### config.mk
export PLATFORM = sky130hd
export DESIGN_NAME = fft_frame_ctrl
export DESIGN_NICKNAME = d
export VERILOG_FILES = /design/src/rtl/fft_frame_ctrl.sv
export SDC_FILE = /design/constraint.sdc
export NUM_CORES = 1
export LEC_CHECK = 0
export CORE_MARGIN = 2
export CORE_UTILIZATION = 45
export DETAILED_ROUTE_END_ITERATION = 8
export GPL_ROUTABILITY_DRIVEN = 0
export PLACE_DENSITY = 0.92
export REMOVE_ABC_BUFFERS = 1
export SLEW_MARGIN = 20
export SYNTH_ARGS = -nofsm -noshare
export SYNTH_HDL_FRONTEND = slang
export SYNTH_SLANG_ARGS = --single-unit
### constraint.sdc
create_clock -name clk -period 5.95 [get_ports clk]
set_input_delay 1.785 -clock clk [delete_from_list [all_inputs] [get_ports clk]]
set_output_delay 1.785 -clock clk [all_outputs]
set_load 0.05 [all_outputs]
### src/rtl/fft_frame_ctrl.sv
// fft_frame_ctrl: input sequencer and frame tracker for a radix-2 pipelined
// FFT stage chain. Takes complex samples from a valid/ready stream and groups
// them into frames of 2^N samples. Drives the first stage with a registered
// enable pulse, sample index and data. Watches the last stage to report frame
// completion, frames in flight and stream underrun.
//
// Once a frame has started, the pipeline cannot stall. A missing input sample
// is replaced by a zero sample, and the sticky underrun flag is set. Dropping
// run never truncates a frame. It only stops the next frame from starting
// straight after the current one.
module fft_frame_ctrl #(
   parameter int width = 16,
   parameter int N     = 9,
   parameter int F     = 4
) (
   input  logic             clk,
   input  logic             areset,
   input  logic             run,
   input  logic             s_valid,
   output logic             s_ready,
   input  logic [width-1:0] s_re,
   input  logic [width-1:0] s_im,
   output logic             p_en,
   output logic [N-1:0]     p_cnt,
   output logic [width-1:0] p_re,
   output logic [width-1:0] p_im,
   input  logic             q_en,
   input  logic [N-1:0]     q_cnt,
   output logic             frame_done,
   output logic [F-1:0]     in_flight,
   output logic             busy,
   output logic             err_underrun,
   input  logic             clr_err
);

   typedef enum logic [0:0] {
      IDLE = 1'b0,
      RUN  = 1'b1
   } state_t;

   localparam logic [N-1:0] LAST_IDX   = '1;  // 2^N-1
   localparam logic [F-1:0] FLIGHT_MAX = '1;  // 2^F-1

   state_t           state_q;
   logic [N-1:0]     idx_q;         // index of the sample issued this cycle
   logic             p_en_q;
   logic [N-1:0]     p_cnt_q;
   logic [width-1:0] p_re_q;
   logic [width-1:0] p_im_q;
   logic             frame_done_q;
   logic [F-1:0]     in_flight_q;
   logic             err_q;

   logic             issue_d;       // a sample slot goes to the first stage
   logic             start_d;       // that slot is index 0, so p_en fires
   logic             underrun_d;    // slot inside a frame with no input sample
   logic             done_d;        // last stage emits its final index

   // Classify the current cycle: is a slot issued, does it start a frame,
   // is it an underrun?
   always_comb begin
      // NOTE: every output gets a default first so that no path infers a latch.
      issue_d    = 1'b0;
      start_d    = 1'b0;
      underrun_d = 1'b0;
      unique case (state_q)
         IDLE: begin
            if (s_valid && run) begin
               issue_d = 1'b1;
               start_d = 1'b1;
            end
         end
         RUN: begin
            issue_d    = 1'b1;
            start_d    = (idx_q == '0);
            underrun_d = !s_valid;
         end
         default: ;
      endcase
   end

   assign done_d = q_en && (q_cnt == LAST_IDX);

   // s_ready is gated by areset, so it reads 0 while reset is asserted.
   assign s_ready = areset && ((state_q == RUN) || run);

   // Frame sequencer: the IDLE/RUN state, the slot index and the registered
   // first-stage outputs.
   always_ff @(posedge clk or negedge areset) begin
      if (!areset) begin
         state_q <= IDLE;
         idx_q   <= '0;
         p_en_q  <= 1'b0;
         p_cnt_q <= '0;
         p_re_q  <= '0;
         p_im_q  <= '0;
      end else begin
         // NOTE: all state is updated with non-blocking assignments, so every
         // right-hand side reads the value from before this clock edge.
         p_en_q  <= start_d;
         // idx_q is always 0 in IDLE, so p_cnt returns to 0 when nothing is issued.
         p_cnt_q <= idx_q;
         if (issue_d && s_valid) begin
            p_re_q <= s_re;
            p_im_q <= s_im;
         end else begin
            p_re_q <= '0;
            p_im_q <= '0;
         end
         unique case (state_q)
            IDLE: begin
               if (issue_d) begin
                  state_q <= RUN;
                  idx_q   <= N'(1);
               end
            end
            RUN: begin
               // The index wraps to 0 after 2^N-1, which gives a back-to-back
               // frame when run stays high.
               idx_q <= idx_q + N'(1);
               if ((idx_q == LAST_IDX) && !run) begin
                  state_q <= IDLE;
               end
            end
            default: state_q <= IDLE;
         endcase
      end
   end

   // Frame tracking: completion pulse, the saturating in-flight counter and
   // the sticky underrun flag. in_flight changes in the same cycle that the
   // matching p_en or frame_done pulse becomes visible.
   always_ff @(posedge clk or negedge areset) begin
      if (!areset) begin
         frame_done_q <= 1'b0;
         in_flight_q  <= '0;
         err_q        <= 1'b0;
      end else begin
         frame_done_q <= done_d;
         unique case ({start_d, done_d})
            2'b10: if (in_flight_q != FLIGHT_MAX) in_flight_q <= in_flight_q + F'(1);
            2'b01: if (in_flight_q != '0)         in_flight_q <= in_flight_q - F'(1);
            default: ;
         endcase
         // If clr_err and an underrun arrive in the same cycle, the underrun wins.
         if (underrun_d) begin
            err_q <= 1'b1;
         end else if (clr_err) begin
            err_q <= 1'b0;
         end
      end
   end

   assign p_en         = p_en_q;
   assign p_cnt        = p_cnt_q;
   assign p_re         = p_re_q;
   assign p_im         = p_im_q;
   assign frame_done   = frame_done_q;
   assign in_flight    = in_flight_q;
   assign err_underrun = err_q;
   assign busy         = (state_q != IDLE) || (in_flight_q != '0);

endmodule

==> impl_summary.log <==
[metrics] result of the run: finished clean
[metrics] largest fanout on the critical path: 5
[metrics] initial standard-cell utilization of the core: a little under half
[metrics] cell total after placement: ~340
[metrics] worst path bufs/invs: 2
[metrics] endpoint kind of the worst setup timing path: output port
[metrics] cell type contributing the most total cell area after synthesis: dfrtp_1
[metrics] clock input transition at the sequential cells of the worst setup and hold paths: 60 ps
[metrics] post-CTS sizing: 0
[metrics] number of global-route vias before repair: 1647
[metrics] delay of the slowest cell on the worst path: 790 ps
[metrics] final period utilization: between 80% and 90%
[metrics] number of detailed-route iterations in the first pass: 4
[metrics] max-slew violation count: 0
[metrics] type of the worst setup path: in2out
[metrics] Max Cap Violations: 0
[metrics] RSZ-0062 raised after global routing: no
[metrics] IR drop worst, VDD: 0.000239 V
[metrics] setup tns final: 0 ps
[metrics] input/output buffers: 96
[metrics] number of hold buffers added after cts: 0
[metrics] Hold Vio Cnt, Final: 0
[metrics] Yosys warning count: 0
[metrics] deepest level of the CTS H-tree: 3
[metrics] number of standard cells in the final layout excluding fillers: 351
[metrics] Worst Hold Path Cells: 0
[metrics] floorplan die height: 74.0 um
[metrics] crit path launch type: primary input
[metrics] path length in cells of the critical path: 3
[metrics] first-pass GRT wire length: 7.46 mm
[metrics] Worst Path Required: 4160 ps
[metrics] number of synthesized register bits: 58
[metrics] worst hold slack after final layout: 449 ps
[metrics] largest clock skew in the final design: 6.86 ps
[metrics] clock network latency to the later pin of the worst-skew pair: 330 ps
[metrics] part of the Yosys area used for sequential elements: 65.9%
[metrics] depth of the worst register-to-register path: 9
[metrics] number of buffers inserted during clock tree synthesis: 9
[metrics] detail-routed net length per standard cell: 13.5 um
[metrics] Max Clock Freq: 0.198 GHz
[metrics] minimum clock period: 5060 ps
[metrics] top cells by area, synth: dfrtp_1, and2_1, ha_1
[metrics] Std-Cell Core Area: around 0.0047 mm2
[metrics] Worst-Margin Slew: 774 ps
[metrics] Most Frequent Cell on Critical Path: clkdlybuf4s50_1
[metrics] normalized max-slew margin: 48.4%
[metrics] async set-reset flop share out of synthesis: 100%
[metrics] leading register cell type out of synthesis: dfrtp_1
[metrics] number of diodes added for antenna fixing: 0
[metrics] detailed-route wire length: between 4 and 5 mm
[metrics] number of I/O pins: between 90 and 100
[metrics] global-route usage over all layers: 18.9%
[metrics] number of nets still failing antenna checks after routing: 0
[metrics] routed via count: 1642
[metrics] floorplan die area: 0.00547 mm2
[metrics] number of sinks driven by the clock tree: 58
[metrics] number of antenna violations at the first check in global routing: 0
[metrics] average via count per standard cell: 4.68
[metrics] Avg Cell Area, Syn: about 13 um2
[metrics] worst path cell trace: clkdlybuf4s50_1 > o21a_1 > clkdlybuf4s50_1
[metrics] Synth Cell Area: between 0.002 and 0.0025 mm2
[metrics] total power: 1.23 mW
[metrics] Die X-Extent: 74.0 um
[metrics] Detail Placement HPWL: 3.42 mm
[metrics] drt first-iter violations: 82
[metrics] number of placement rows: 25
[metrics] filler cell count in the final layout: between 300 and 400
[metrics] TritonCTS clock tree: done
[metrics] critical path data arrival time: 3270 ps
[metrics] GR Overflow Total: 0
[metrics] maximum number of pins on one net before global-route repair: roughly 60
[metrics] clock tree root buffer cell: clkbuf_8
[metrics] worst min-delay path category: reg2reg
[metrics] number of distinct library cells after synthesis: 28
[metrics] area grow syn2layout: 56.2%
[metrics] slowest stage cell, crit path: clkdlybuf4s50_1
[metrics] share of final-layout standard cells stronger than drive strength 1: 7.75%
[metrics] pwr dens: between 300 and 400 mW/mm2
[metrics] post-synth top area share: 65.9%
[metrics] EDFF count, synth: 0
[metrics] maximum clock insertion buffer count: 2
[metrics] Final Core Density: 72.8%
[metrics] final routed DRC violation total: 0
[metrics] CP delay by family, top: buffers and inverters
[metrics] Cells after Synth: roughly 180
[metrics] leak pwr: 1.55 nW
[metrics] total number of nets in the final design: 334
[metrics] endpoints failing setup: 0
[metrics] setup bufs post-CTS: 0
==> power by group <==
part | total [mW] | switching, mW | internal, mW | leakage [nW]
combinational | 0.371 | 0.220 | 0.151 | 0.720
clock | 0.367 | 0.152 | 0.215 | 0.0986
sequential | 0.492 | 0.0453 | 0.447 | 0.736
total | 1.23 | 0.417 | 0.813 | 1.55
==> final timing paths <==
check	startpoint	end	slack, ps
worst max-delay path	run	s_ready	890
worst min-delay path	idx_q[4]	p_cnt[4]	450
worst max register to register	state_q	in_flight[3]	3290
worst min register to register	idx_q[4]	p_cnt[4]	450
max in group asynchronous	areset	p_cnt[4]	3840
min in group asynchronous	areset	p_re[8]	1650
==> per-layer routing <==
layer / track usage, % / vias up / share of wire, % / wire [um]
met2: 31.3 / 61 / 50 / 2390
met5: 0 / - / 0 / 0
met1: 21.9 / 788 / 40 / 1880
met3: 7.99 / 10 / 7.3 / 347
met4: 7.68 / 0 / 2.4 / 112
li1: - / 783 / - / -
==> state kept, by name, summed over array words and instances, names as in the netlist <==
signal	count
err_underrun	1
frame_done	1
idx_q	9
in_flight	4
p_cnt	9
p_en	1
p_im	16
p_re	16
state_q	1
==> cell type report <==
cell class / count / area [um2] / share of cell area, %
clock buffers: 12 / 155 / 4.51
clock inverters: 4 / 50.0 / 1.46
inverters: 9 / 33.8 / 0.982
multi-input cells: 104 / 702 / 20.4
flip-flops and latches: 58 / 1450 / 42.2
well taps: 67 / 83.8 / 2.44
repair buffers: 97 / 963 / 28.0
==> layout by cell type, fill, tap and decap left out, types with 2 or more instances in the layout <==
| cell type | Yosys | layout |
|---|---|---|
| dfrtp_1 | 58 | 58 |
| a21oi_2 | 2 | 2 |
| nand2_1 | 16 | 16 |
| clkbuf_8 | 0 | 11 |
| nor2_1 | 2 | 2 |
| o21ai_0 | 6 | 6 |
| ha_1 | 7 | 7 |
| o21a_1 | 2 | 2 |
| nand3_1 | 5 | 5 |
| clkinvlp_4 | 0 | 2 |
| nand4_1 | 5 | 5 |
| clkdlybuf4s50_1 | 0 | 95 |
| inv_1 | 8 | 8 |
| and3_1 | 2 | 2 |
| nor3_1 | 3 | 3 |
| and2_1 | 34 | 34 |
| mux2i_1 | 6 | 6 |
| xnor2_1 | 3 | 3 |
==> cell usage after synthesis (2+ instances only) <==
cell and number:
dfrtp_1 58, and2_1 34, nand2_1 16, inv_1 8, ha_1 7, mux2i_1 6, o21ai_0 6, nand3_1 5
nand4_1 5, clkbuf_1 4, nor3_1 3, xnor2_1 3, a21oi_2 2, and3_1 2, nor2_1 2, o21a_1 2
==> metrics by stage <==
step                setup slack (ps)  area [um2]
floorplan                       1970        2190
global placement                 924        3230
detailed placement               891        3230
CTS                              882        3440
global route                     858        3440
finish                           890        3440
==> cells by family after synthesis <==
logic type	Yosys count	synth area share (%)
multiplexers	7	3.41
AO/OA/AOI/OAI	15	4.38
adder cells (fa/ha/maj)	8	4.89
flip-flops	58	65.9
AND/OR/NAND/NOR	71	18.0
buffers and inverters	13	2.22
XOR/XNOR	3	1.19
Power figures use the tool's default switching activity.
==> RTL change (same flow settings) <==
Change the parameter `width` from 16 to 20.
--- a/src/rtl/fft_frame_ctrl.sv
+++ b/src/rtl/fft_frame_ctrl.sv
@@ -9,7 +9,7 @@
 // run never truncates a frame. It only stops the next frame from starting
 // straight after the current one.
 module fft_frame_ctrl #(
-   parameter int width = 16,
+   parameter int width = 20,
    parameter int N     = 9,
    parameter int F     = 4
 ) (
Ports: changed (resized p_im, p_re, s_im and s_re); port bits go from 97 to 113. The function was not compared with the original's and may differ.
==> RTL change against the original RTL <==
  * Fmax is 0.37% higher
  * Count of clock-buffer cells in the layout did not move
  * First-iteration DRC count rose by 59%
  * Global-route usage decreased by 0.14 points
  * Register-to-register slack hardly changed
  * Area after synthesis grew 12%
  * Setup slack better by 0.019 ns
  * Largest power group unchanged
  * Highest routed layer unchanged
  * Die area rose by 12%
  * Final area is 12% higher
  * Utilization is 1.2 points higher
  * Sequential cell count increased by 8
  * Power rose by 5.8%
  * Wire length rose by 12%
==> RTL change: results (changes against the original RTL) <==
Outcome
  – Status: finished clean

Route
  – Drt first pass iters: 4 (unchanged)
  – Vias post-DR: 1793 (+9.2%)
  – Drt via density: 4.66 (-0.45%)
  – Wl on met1: 2100 um (+11%)
  – Routed wl met3: 298 um (-14%)
  – DR WL/cell: 13.8 um (+2.2%)
  – Routed wl met2: 2770 um (+16%)
  – Iter 0 DRT Violations: 130 (+59%)

Worst setup path
  – R2r setup slk: 3.30 ns (about the same)
  – Critical Path Source: run
  – WP data arrival: 3.26 ns (about the same)

Logic synthesis
  – Synth area leaders: dfrtp_1 (67%), and2_1 (11%), ha_1 (3.5%), mux2i_1 (2.4%), nand2_1 (2.4%)
  – Async S/R FF share, synth: 100% (unchanged)
  – Cells after Synth: 192 (+9.7%)
  – Sequential area share after synthesis: 66.8% (+0.86 points)
  – Post-synth cell types: 29 (+3.6%)
  – Commonest cells post-synth: dfrtp_1 (66), and2_1 (42), nand2_1 (16)

Pwr
  – Peak supply drop: 0.315 mV (+32%)
  – Leakage: 1.74 nW (+12%)

Min path
  – Worst hold path startpoint: idx_q[8]$_DFFE_PN0P_
  – Hold path depth: 0 (unchanged)
  – Hold EP: p_cnt[8]$_DFF_PN0_

Final layout
  – Fin nets: 374 (+12%)
  – Fill cells: 369 (+15%)
  – Layout cells sized above 1: 6.67% (-1.1 points)

Clock tree
  – H-tree depth: 3 (unchanged)
  – Hold_buf cts: 0 (unchanged)

Place
  – DP HPWL: 3850 um (+13%)
  – IO Port Bufs: 112 (+17%)

GRT
  – Global router's overall resource usage: 18.8% (-0.14 points)
  – First-pass GRT wire length: 8570 um (+15%)
  – Largest net degree at the start of global routing: 67 (+14%)

Timing
  – Clk_skew: 0.00713 ns (+0.000276 ns)
  – Least-Margin Pin Slew: 0.953 ns (+0.178 ns)
-- RTL change: kinds of logic after synthesis --
logic type                 synth area share, %
AOI/OAI and AO/OA                         3.90
DFF                                       66.8
muxes                                     3.03
adders and majority gates                 4.35
buffers and inverters                     2.12
xor gates and xnor gates                  1.06
and+or+nand+nor                           18.8
-- RTL change: where the power goes --
group	internal [mW]	switching, mW
Sequential	0.504	0.0462
Clock	0.201	0.152
Combinational	0.161	0.236
Total	0.866	0.435
-- RTL change: layout make-up --
class	count	area share (%)
Clock buffer	12	3.77
Clock inverter	3	1.04
Inverter	9	0.877
Multi-Input combinational cell	112	20.0
Sequential cell	66	42.9
Tap cell	70	2.27
Timing Repair Buffer	113	29.2
-- RTL change: routing by layer --
layer / vias to the layer above / global-route usage (%)
met5: - / 0
met4: 0 / 11.8
met3: 12 / 4.48
met2: 69 / 30.6
met1: 848 / 22.5
li1: 864 / -
-- RTL change: per-stage QoR --
stage | instance area (um2) | setup WS, ns | hold slack [ns]
global route | 3850 | 0.864 | 0.476
global placement | 3670 | 0.921 | 0.434
CTS | 3850 | 0.910 | 0.461
floorplan | 2450 | 1.97 | 0.401
detailed placement | 3670 | 0.911 | 0.442
finish | 3850 | 0.909 | 0.457
-- RTL change: critical path, cell delays in order --
cell	delay [ns]
clkdlybuf4s50_1	0.53
o21a_1	0.14
clkdlybuf4s50_1	0.79
